[src/rtl/vga_frame_scheduler.sv]
// 640x480@60 raster timing, frame-buffer read addressing and double-buffer swap control.
// Read latency is absorbed by delaying blank/sync so RGB, HSYNC and VSYNC leave aligned.
module vga_frame_scheduler #(
   parameter int H_ACTIVE = 640,
   parameter int H_FP     = 16,
   parameter int H_SYNC   = 96,
   parameter int H_BP     = 48,
   parameter int V_ACTIVE = 480,
   parameter int V_FP     = 10,
   parameter int V_SYNC   = 2,
   parameter int V_BP     = 33,
   parameter int RD_LAT   = 1
) (
   input  logic        sysclk,
   input  logic        sysrst,
   input  logic [11:0] pixel_data,
   output logic [18:0] read_address,
   output logic        buf_sel,
   input  logic        swap_req,
   output logic        swap_ack,
   output logic        frame_start,
   output logic [3:0]  vga_out_r,
   output logic [3:0]  vga_out_g,
   output logic [3:0]  vga_out_b,
   output logic        vga_out_hs,
   output logic        vga_out_vs
);

   localparam int H_TOTAL = H_ACTIVE + H_FP + H_SYNC + H_BP;
   localparam int V_TOTAL = V_ACTIVE + V_FP + V_SYNC + V_BP;
   localparam int DEPTH   = RD_LAT + 2;

   localparam logic [9:0] H_LAST    = 10'(H_TOTAL - 1);
   localparam logic [9:0] V_LAST    = 10'(V_TOTAL - 1);
   localparam logic [9:0] H_ACT     = 10'(H_ACTIVE);
   localparam logic [9:0] V_ACT     = 10'(V_ACTIVE);
   localparam logic [9:0] HS_START  = 10'(H_ACTIVE + H_FP);
   localparam logic [9:0] HS_END    = 10'(H_ACTIVE + H_FP + H_SYNC);
   localparam logic [9:0] VS_START  = 10'(V_ACTIVE + V_FP);
   localparam logic [9:0] VS_END    = 10'(V_ACTIVE + V_FP + V_SYNC);

   logic [9:0]       h_cnt;
   logic [9:0]       v_cnt;
   logic             active;
   logic             hs_slot;
   logic             vs_slot;
   logic             frame_origin;
   logic             decision_slot;
   logic [RD_LAT:0]  act_pipe;
   logic [DEPTH-1:0] hs_pipe;
   logic [DEPTH-1:0] vs_pipe;
   logic [11:0]      rgb;

   assign active        = (h_cnt < H_ACT) && (v_cnt < V_ACT);
   assign hs_slot       = !((h_cnt >= HS_START) && (h_cnt < HS_END));
   assign vs_slot       = !((v_cnt >= VS_START) && (v_cnt < VS_END));
   assign frame_origin  = (h_cnt == 10'd0) && (v_cnt == 10'd0);
   // First blank line: every read of the previous frame has already returned.
   assign decision_slot = (h_cnt == 10'd0) && (v_cnt == V_ACT);

   always_ff @(posedge sysclk) begin
      if (!sysrst) begin
         h_cnt <= '0;
         v_cnt <= '0;
      end else if (h_cnt == H_LAST) begin
         h_cnt <= '0;
         v_cnt <= (v_cnt == V_LAST) ? 10'd0 : v_cnt + 10'd1;
      end else begin
         h_cnt <= h_cnt + 10'd1;
      end
   end

   // The address register doubles as the pixel counter: it holds through blanking.
   always_ff @(posedge sysclk) begin
      if (!sysrst) begin
         read_address <= '0;
         frame_start  <= 1'b0;
      end else begin
         frame_start <= frame_origin;
         if (frame_origin)
            read_address <= '0;
         else if (active)
            read_address <= read_address + 19'd1;
      end
   end

   always_ff @(posedge sysclk) begin
      if (!sysrst) begin
         buf_sel  <= 1'b0;
         swap_ack <= 1'b0;
      end else begin
         swap_ack <= decision_slot && swap_req;
         if (decision_slot && swap_req)
            buf_sel <= ~buf_sel;
      end
   end

   // act_pipe[RD_LAT] lines up with the pixel_data word for the same slot.
   always_ff @(posedge sysclk) begin
      if (!sysrst) begin
         act_pipe <= '0;
         hs_pipe  <= '1;
         vs_pipe  <= '1;
         rgb      <= '0;
      end else begin
         act_pipe <= {act_pipe[RD_LAT-1:0], active};
         hs_pipe  <= {hs_pipe[DEPTH-2:0], hs_slot};
         vs_pipe  <= {vs_pipe[DEPTH-2:0], vs_slot};
         rgb      <= act_pipe[RD_LAT] ? pixel_data : 12'd0;
      end
   end

   assign vga_out_r  = rgb[11:8];
   assign vga_out_g  = rgb[7:4];
   assign vga_out_b  = rgb[3:0];
   assign vga_out_hs = hs_pipe[DEPTH-1];
   assign vga_out_vs = vs_pipe[DEPTH-1];

endmodule
[config.mk]
export PLATFORM = sky130hd
export DESIGN_NAME = vga_frame_scheduler
export DESIGN_NICKNAME = d
export VERILOG_FILES = /design/src/rtl/vga_frame_scheduler.sv
export SDC_FILE = /design/constraint.sdc
export NUM_CORES = 1
export LEC_CHECK = 0
export BUFFER_PORTS_ARGS = -buffer_cell sky130_fd_sc_hd__buf_2
export CAP_MARGIN = 30
export CORE_MARGIN = 2
export CORE_UTILIZATION = 58
export DETAILED_ROUTE_END_ITERATION = 7
export MAX_ROUTING_LAYER = met4
export PLACE_DENSITY_LB_ADDON = 0.3
export SYNTH_ARGS = -nofsm -noshare
export SYNTH_HDL_FRONTEND = slang
export SYNTH_SLANG_ARGS = --single-unit
export TNS_END_PERCENT = 5
[constraint.sdc]
create_clock -name sysclk -period 3.5 [get_ports sysclk]
set_input_delay 0.7 -clock sysclk [delete_from_list [all_inputs] [get_ports sysclk]]
set_output_delay 0.7 -clock sysclk [all_outputs]
set_load 0.02 [all_outputs]
Word-level counts from Yosys, hierarchy flattened
Cells that the tools add are included.
W data, S select, Z words.
{"block": "classes", "n_mux": 1, "eq_ne": 3, "n_reduce_logical": 13, "addsub": 3, "n_lt_le_gt_ge": 6, "bitwise_logic": 2}
{"cell": "$add A10 B1 Y10 const B", "n": 2}
{"cell": "$eq A10 B10 Y1 const B", "n": 2}
{"cell": "$logic_not A10 Y1", "n": 2}
{"cell": "$lt A10 B10 Y1 const B", "n": 2}
{"cell": "$lt A10 B9 Y1 const B", "n": 2}
{"cell": "$add A19 B1 Y19 const B", "n": 1}
{"cell": "$eq A10 B9 Y1 const B", "n": 1}
{"cell": "$ge A10 B10 Y1 const B", "n": 1}
{"cell": "$ge A10 B9 Y1 const B", "n": 1}
{"cell": "$mux W10", "n": 1}
{"cell": "$logic_and A1 B1 Y1", "n": 6}
{"cell": "$reduce_or A2 Y1", "n": 2}
{"cell": "$logic_not A1 Y1", "n": 2}
{"cell": "$not A1 Y1", "n": 2}
{"cell": "$reduce_and A2 Y1", "n": 1}
{"block": "word_totals", "ff_bits": 62, "word_cells": 38}

Logic depth before layout (Yosys ltp)
Gate-level depths: netlist (run 1).
{"block": "depth", "ltp_word": 3, "mapped_depth": 7, "depth_no_buf": 6}

Worst setup path after synthesis (run 1)
OpenSTA, ideal clock, no wires.
{"block": "synth_path", "path_kind": "reg-to-reg", "from": "register read_address[5]", "to": "register read_address[16]", "setup_ns": 0.073, "required_ns": 3.427, "synth_period_minus_slack_ns": 2.124, "stages_incl_launch_ff": 7, "slack_ns": 1.376, "arrival_ns": 2.051, "path_cell_list": "dfxtp_1 nand4_1 or4b_4 buf_6 buf_6 or4_1 a21oi_1"}
{"block": "synth_via", "elab_chain_len": 1}
{"item": "start, declared", "line_no": "17", "source": "output logic [18:0] read_address,"}
{"item": "start signal, assigned", "line_no": "83", "source": "read_address <= read_address + 19'd1;"}
{"item": "$add A19 B1 Y19", "line_no": "83"}
No other way between the ends.
A chain may end at the register's enable or synchronous reset.

Worst setup path in the final report (run 1)
{"block": "layout_path", "from": "register h_cnt[5]", "to": "register v_cnt[3]"}
{"block": "layout_via", "elab_chain_len": 1}
{"item": "start, declared", "line_no": "42", "source": "logic [9:0] h_cnt;"}
{"item": "start signal, assigned", "line_no": "69", "source": "h_cnt <= h_cnt + 10'd1;"}
{"item": "$eq A10 B10 Y1", "line_no": "65", "source": "end else if (h_cnt == H_LAST) begin"}
{"item": "end signal, assigned", "line_no": "67", "source": "v_cnt <= (v_cnt == V_LAST) ? 10'd0 : v_cnt + 10'd1;"}
{"item": "end, declared", "line_no": "43", "source": "logic [9:0] v_cnt;"}
No other way between the ends.

==> impl_metrics.toml, run 1 <==
[logic_synthesis]
synth_xor_xnor_area_share = 0.0508
ys.flop_type = "dfxtp_1"
synth.most_common_cell = "dfxtp_1"
synth_mux_area_frac = 0.00387
synthCells = 287
ys_top_cells_by_count = "62 x dfxtp_1, 23 x nor2_1, 22 x a21oi_1, 18 x nand2_1"
synth_edf_count = 0
synth_top_area_share = 0.480
synth-simple-area-share = 0.303
synth.distinct_cells = 33
ys_seq_area_frac = 0.480
synth_fp_nets = 307
synthArstFlopShare = 0
synth_top_cell_by_area = "dfxtp_1"
yosys.area_share.adder = 0.0242
synth_top_family_by_area = "simple AND/OR/NAND/NOR gates"
synth_area_um2 = 2590
ys_ff_latch = 62
ys_warn_count = 0
synth_top_cells_by_area = "dfxtp_1 48%, a21oi_1 4.3%, or4_1 3.8%"
synth.avg_cell_area_um2 = 9.02
synth-compound-area-share = 0.103

[detailed_routing]
via_count = 2291
wl_per_cell_um = 14.0
antenna_left = 0
initialDrtViolationCount = 199
drt_wl_total_mm = 5.49
post-route-drc-count = 0
first_pass_iters = 4
viasPerCell = 5.83

[global_routing]
grt_max_degree = 25
grt_pass1_wl_mm = 9.08
gr-usage-all-layers = 0.236
antenna_found_initial = 0
grt_pass1_vias = 2018
grt-ovfl-total = 0

[sta]
fin_ws_ps = 1310
hold_viol_final = 0
max-slew-margin-rel = 0.630
rsz0062_at_grt = "false"
tightest_slew_ps = 551
fmax_mhz = 456
hold_ws_ps = 405
finClkSkew_ps = 10.9
fin_crit_sh = 0.626
period_needed_ps = 2190
final_max_slew_viol_count = 0
setup_viol = 0
finalSetupTns_ps = 0

[worst_hold_path]
hp-class = "flop to flop"
min_path_cells = 1

[cts]
numCtsBuffers = 9
cts-root-buf = "clkbuf_8"
cts_tree = "built"
postCtsSetupBuffers = 0
clock_path_buffers = 2
cts.reportedPaths.clkPinSlew_ps = 80
cts_hold_repair.buffers = 0
cts_resized = 0
clock_latency_ps = 340
numClockSinks = 62
h-tree-depth = 3

[die]
rows = 24
coreArea_um2 = 4320
die_area_um2 = 5010
initial_utilization = 0.598
die_x_um = 70.8
num_io_pins = 51
fp.dieH_um = 70.8

[pwr]
p_per_area_nw_per_um2 = 463
swShare = 0.242
leakagePower_nw = 1.19
p_int_w = 0.00107
power.switching_w = 0.000340
vdd_drop_max_mv = 0.323
combPwrFrac = 0.044
clkPwrFrac = 0.441
power_frac_seq = 0.515

[setup_path]
crit_chain = "or3_1 > or3_1 > o21ai_1 > nor2_1"
required_ps = 3700
start_kind = "flop"
crit_type = "flop to flop"
cp_max_fo = 13
crit_path_end_kind = "flop"
max_stage_delay_ps = 570
crit_slowest_cell = "or3_1"
cp.buffers_inverters = 0
cp.depth = 4
cpLargestDelayFamily = "simple AND/OR/NAND/NOR gates"
crit_path_frequent_cell = "or3_1"
reg2regPathDepth = 4
arrival_ps = 2390

[place]
port_buffers = 50
placed_area_um2 = 2850
place_hpwl_mm = 3.75
place_congestion = 0.889
dp_slack_ps = 1350
dpl.cell_count = 377

[finish]
fin_area_um2 = 3040
final_cells = 393
syn2layout_area_growth_pct = 17.6
layout-drive-gt1-share = 0.205
antenna_cells = 0
finalNetCount = 356
n_fill_cell = 348

[status]
status = "completed"

[job]
max_cap_violations = 0
[path summary, 6_finish.rpt]
check                                start          to  slack, ps
worst max-delay path              h_cnt[5]    v_cnt[3]       1310
worst min-delay path            vs_pipe[1]  vs_pipe[2]        400
worst max register to register    h_cnt[5]    v_cnt[3]       1310
worst min register to register  vs_pipe[1]  vs_pipe[2]        400
[power by group through the flow]
stage | registers, W | logic (W) | clock network, W
6_report | 0.000726 | 0.0000619 | 0.000621
5_1_grt | 0.000727 | 0.0000681 | 0.000660
4_1_cts | 0.000725 | 0.0000624 | 0.000629
3_5_place_dp | 0.000742 | 0.0000620 | 0
3_3_place_gp | 0.000741 | 0.0000614 | 0
2_1_floorplan | 0.000748 | 0.0000304 | 0
[through the flow]
| step | power, W | utilization |
|---|---|---|
| final | 0.00141 | 0.704 |
| after floorplan | 0.000778 | - |
| after detailed placement | 0.000804 | 0.658 |
| after CTS | 0.00142 | 0.704 |
| after global routing | 0.00145 | 0.704 |
| after global placement | 0.000802 | 0.658 |
[sequential cells by signal, indices dropped and copies added (netlist names)]
signal / count
read_address: 19
rgb: 12
h_cnt: 10
v_cnt: 10
hs_pipe: 3
vs_pipe: 3
act_pipe: 2
buf_sel: 1
frame_start: 1
swap_ack: 1
[area by class of cell]
cell class / instances / area (µm²) / area share
Multi-Input combinational cell: 205 / 1250 / 0.412
Sequential cell: 62 / 1240 / 0.408
Tap cell: 52 / 65.1 / 0.0214
Inverter: 7 / 26.3 / 0.00863
Clock buffer: 9 / 124 / 0.0407
Timing Repair Buffer: 51 / 258 / 0.0847
Clock inverter: 7 / 75.1 / 0.0247
[cell usage in the layout (no fill, tap or decap), types with 8 or more instances in the layout]
cell type / count
a21oi_1: 22
and3_1: 15
buf_2: 50
clkbuf_8: 9
dfxtp_1: 62
nand2_1: 18
nand3_1: 15
nand4_1: 12
nor2_1: 23
nor3_1: 8
o21ai_0: 8
o31ai_1: 12
or3_1: 9
or4_1: 13
xnor2_1: 10
[cell families (layout without fill, tap and decap cells)]
family,Yosys count,in the layout
muxes,1,1
and+or+nand+nor,138,138
buffers and inverters,20,74
adders and majority gates,5,5
AOI/OAI and AO/OA,46,46
xor gates and xnor gates,15,15
DFF,62,62
[routing by layer]
metal  global-route usage  vias to the layer above  part of all wire
met1                0.299                     1065              0.46
li1                     -                     1155                 -
met2                0.350                       67              0.48
met5                    -                        -                 0
met3               0.0741                        4             0.056
met4               0.0985                        0            0.0093
Power figures use the tool's default switching activity.
==> inputs of run 2 (changes only) <==
ABC_AREA = 1   (was not set)
CORE_UTILIZATION = 51   (was 58)
clock period = 1.82 ns   (was 3.5 ns; I/O delays follow)
==> impl_metrics.toml, run 2 <==
[finish]
multi_input_area_um2 = 1530
top_register = "read_address"
seq_area_um2 = 1240
largest_reg_flops = 19
final_cell_mix = "102 x nand2_1, 69 x nor2_1, 68 x inv_1, 62 x dfxtp_1, 50 x buf_2"
final_common_cell = "nand2_1"
antenna_cells = 0
layout-drive-gt1-share = 0.232
n_fill_cell = 550
finalNetCount = 513
top_regs = "read_address (19), rgb (12)"
syn2layout_area_growth_pct = 15.2

[detailed_routing]
first_pass_iters = 4
route.met2.wl_mm = 3.09
initialDrtViolationCount = 104
viasPerCell = 4.92
via_count = 2807
drt_wl_total_mm = 6.61
antenna_left = 0
top_layer = "met4"
m1WireLength_mm = 3.10
wl_per_cell_um = 11.6
post-route-drc-count = 0
wl_met3_um = 307

[die]
num_io_pins = 51
fp.dieH_um = 82.1
initial_utilization = 0.525
die_area_um2 = 6730
rows = 28
coreArea_um2 = 5920
die_x_um = 82.1

[pwr]
leakagePower_nw = 1.67
vdd_drop_max_mv = 0.373
p_per_area_nw_per_um2 = 738
p_total_w = 0.00264

[logic_synthesis]
synth_edf_count = 0
synthCells = 437
synth_area_um2 = 3110
synth_top_cells_by_area = "dfxtp_1 40%, nand2_1 12%, nor2_1 8.3%"
ys_warn_count = 0
ys.flop_type = "dfxtp_1"
synth.avg_cell_area_um2 = 7.11
ys_seq_area_frac = 0.400
synth.most_common_cell = "nand2_1"
ys_ff_latch = 62
synth_top_cell_by_area = "dfxtp_1"
synth.distinct_cells = 33
synth_top_area_share = 0.400
ys_top_cells_by_count = "102 x nand2_1, 69 x nor2_1, 68 x inv_1, 62 x dfxtp_1, 28 x nand3_1"
synthArstFlopShare = 0
synth_fp_nets = 457

[cts]
postCtsSetupBuffers = 0
cts_resized = 0
numClockSinks = 62
cts-root-buf = "clkbuf_8"
cts.reportedPaths.clkPinSlew_ps = 70
clock_latency_ps = 340
numCtsBuffers = 9
clock_path_buffers = 2
cts_tree = "built"
cts_hold_repair.buffers = 0
h-tree-depth = 3

[global_routing]
antenna_found_initial = 0
grt_pass1_vias = 2397
grt_pass1_wl_mm = 10.7
grt_max_degree = 17
gr-usage-all-layers = 0.213
grt-ovfl-total = 0

[place]
place_congestion = 0.859
port_buffers = 50
place_hpwl_mm = 4.75

[setup_path]
crit_type = "flop to flop"
cp_max_fo = 6
ff2ff_setup_slack_ps = 180
crit_path_end_kind = "flop"
arrival_ps = 1930
crit_slowest_cell = "dfxtp_1"
max_stage_delay_ps = 430
start_kind = "flop"
r2r-start = "read_address[0]"
reg2regPathDepth = 9
r2r_end = "read_address[14]"
required_ps = 2100
crit_chain = "ha_1 > inv_1 > nor2_2 > nand2_1 > nor2_2 > nand3_1 > nand2_1 > inv_1 > nor2_1"

[sta]
setup_viol = 0
rsz0062_at_grt = "false"
finalSetupTns_ps = 0
tightest_slew_ps = 391
fin_crit_sh = 0.903
period_needed_ps = 1640
max-slew-margin-rel = 0.738
finClkSkew_ps = 9.99
final_max_slew_viol_count = 0
hold_viol_final = 0
fmax_mhz = 608

[worst_hold_path]
hp-class = "primary input to flop"
min_path_cells = 3
hold_start = "pixel_data[9]"
min_to = "rgb[9]"

[job]
max_cap_violations = 0

[status]
status = "completed"
run 2: kinds of logic (layout without fill, tap and decap cells):
logic type / count (synthesis) / in the layout / share of synthesized area
AO/OA/AOI/OAI: 23 / 23 / 0.0507
XOR/XNOR: 4 / 4 / 0.0113
adder cells (fa/ha/maj): 5 / 5 / 0.0201
buffers and inverters: 78 / 137 / 0.107
flip-flops: 62 / 62 / 0.400
AND/OR/NAND/NOR: 265 / 265 / 0.412
run 2: worst max path at each step:
stage / end / startpoint
after floorplan: read_address[14] / read_address[0]
after global placement: read_address[16] / read_address[0]
after detailed placement: read_address[14] / read_address[0]
after CTS: read_address[14] / read_address[0]
after global routing: read_address[18] / read_address[0]
final: read_address[14] / read_address[0]
run 2: where the power goes:
group,internal [W],leakage (nW),switching [W],total (W)
Sequential,0.00138,0.502,0.0000147,0.00139
Clock,0.000589,0.0914,0.000507,0.00110
Combinational,0.0000506,1.07,0.000100,0.000151
run 2: routing by layer:
layer	global-route usage	vias to the layer above
met1	0.262	1272
met2	0.333	62
met4	0.0867	0
met5	-	-
met3	0.0560	12
li1	-	1461
run 2: worst max-delay path: cells and delay by family, from the launching register on:
family,cells,cell delay [ps]
and+or+nand+nor,6,810
DFF,1,430
adders and majority gates,1,230
buffers and inverters,2,130
run 2: per-stage QoR:
step	instances	hold slack [ps]	cell area (µm²)	util	worst slack, ps
2_1_floorplan	437	390	3110	-	349
3_3_place_gp	557	393	3400	0.575	307
3_5_place_dp	557	409	3400	0.575	202
4_1_cts	571	216	3580	0.604	204
5_1_grt	571	215	3580	0.604	8.41
6_report	571	231	3580	0.604	176
run 2: area by class of cell:
type,instances,area share
clock buffers,13,0.0472
well taps,75,0.0262
inverters,70,0.0734
clock inverters,1,0.00140
multi-input cells,297,0.429
repair buffers,53,0.0762
flip-flops and latches,62,0.347
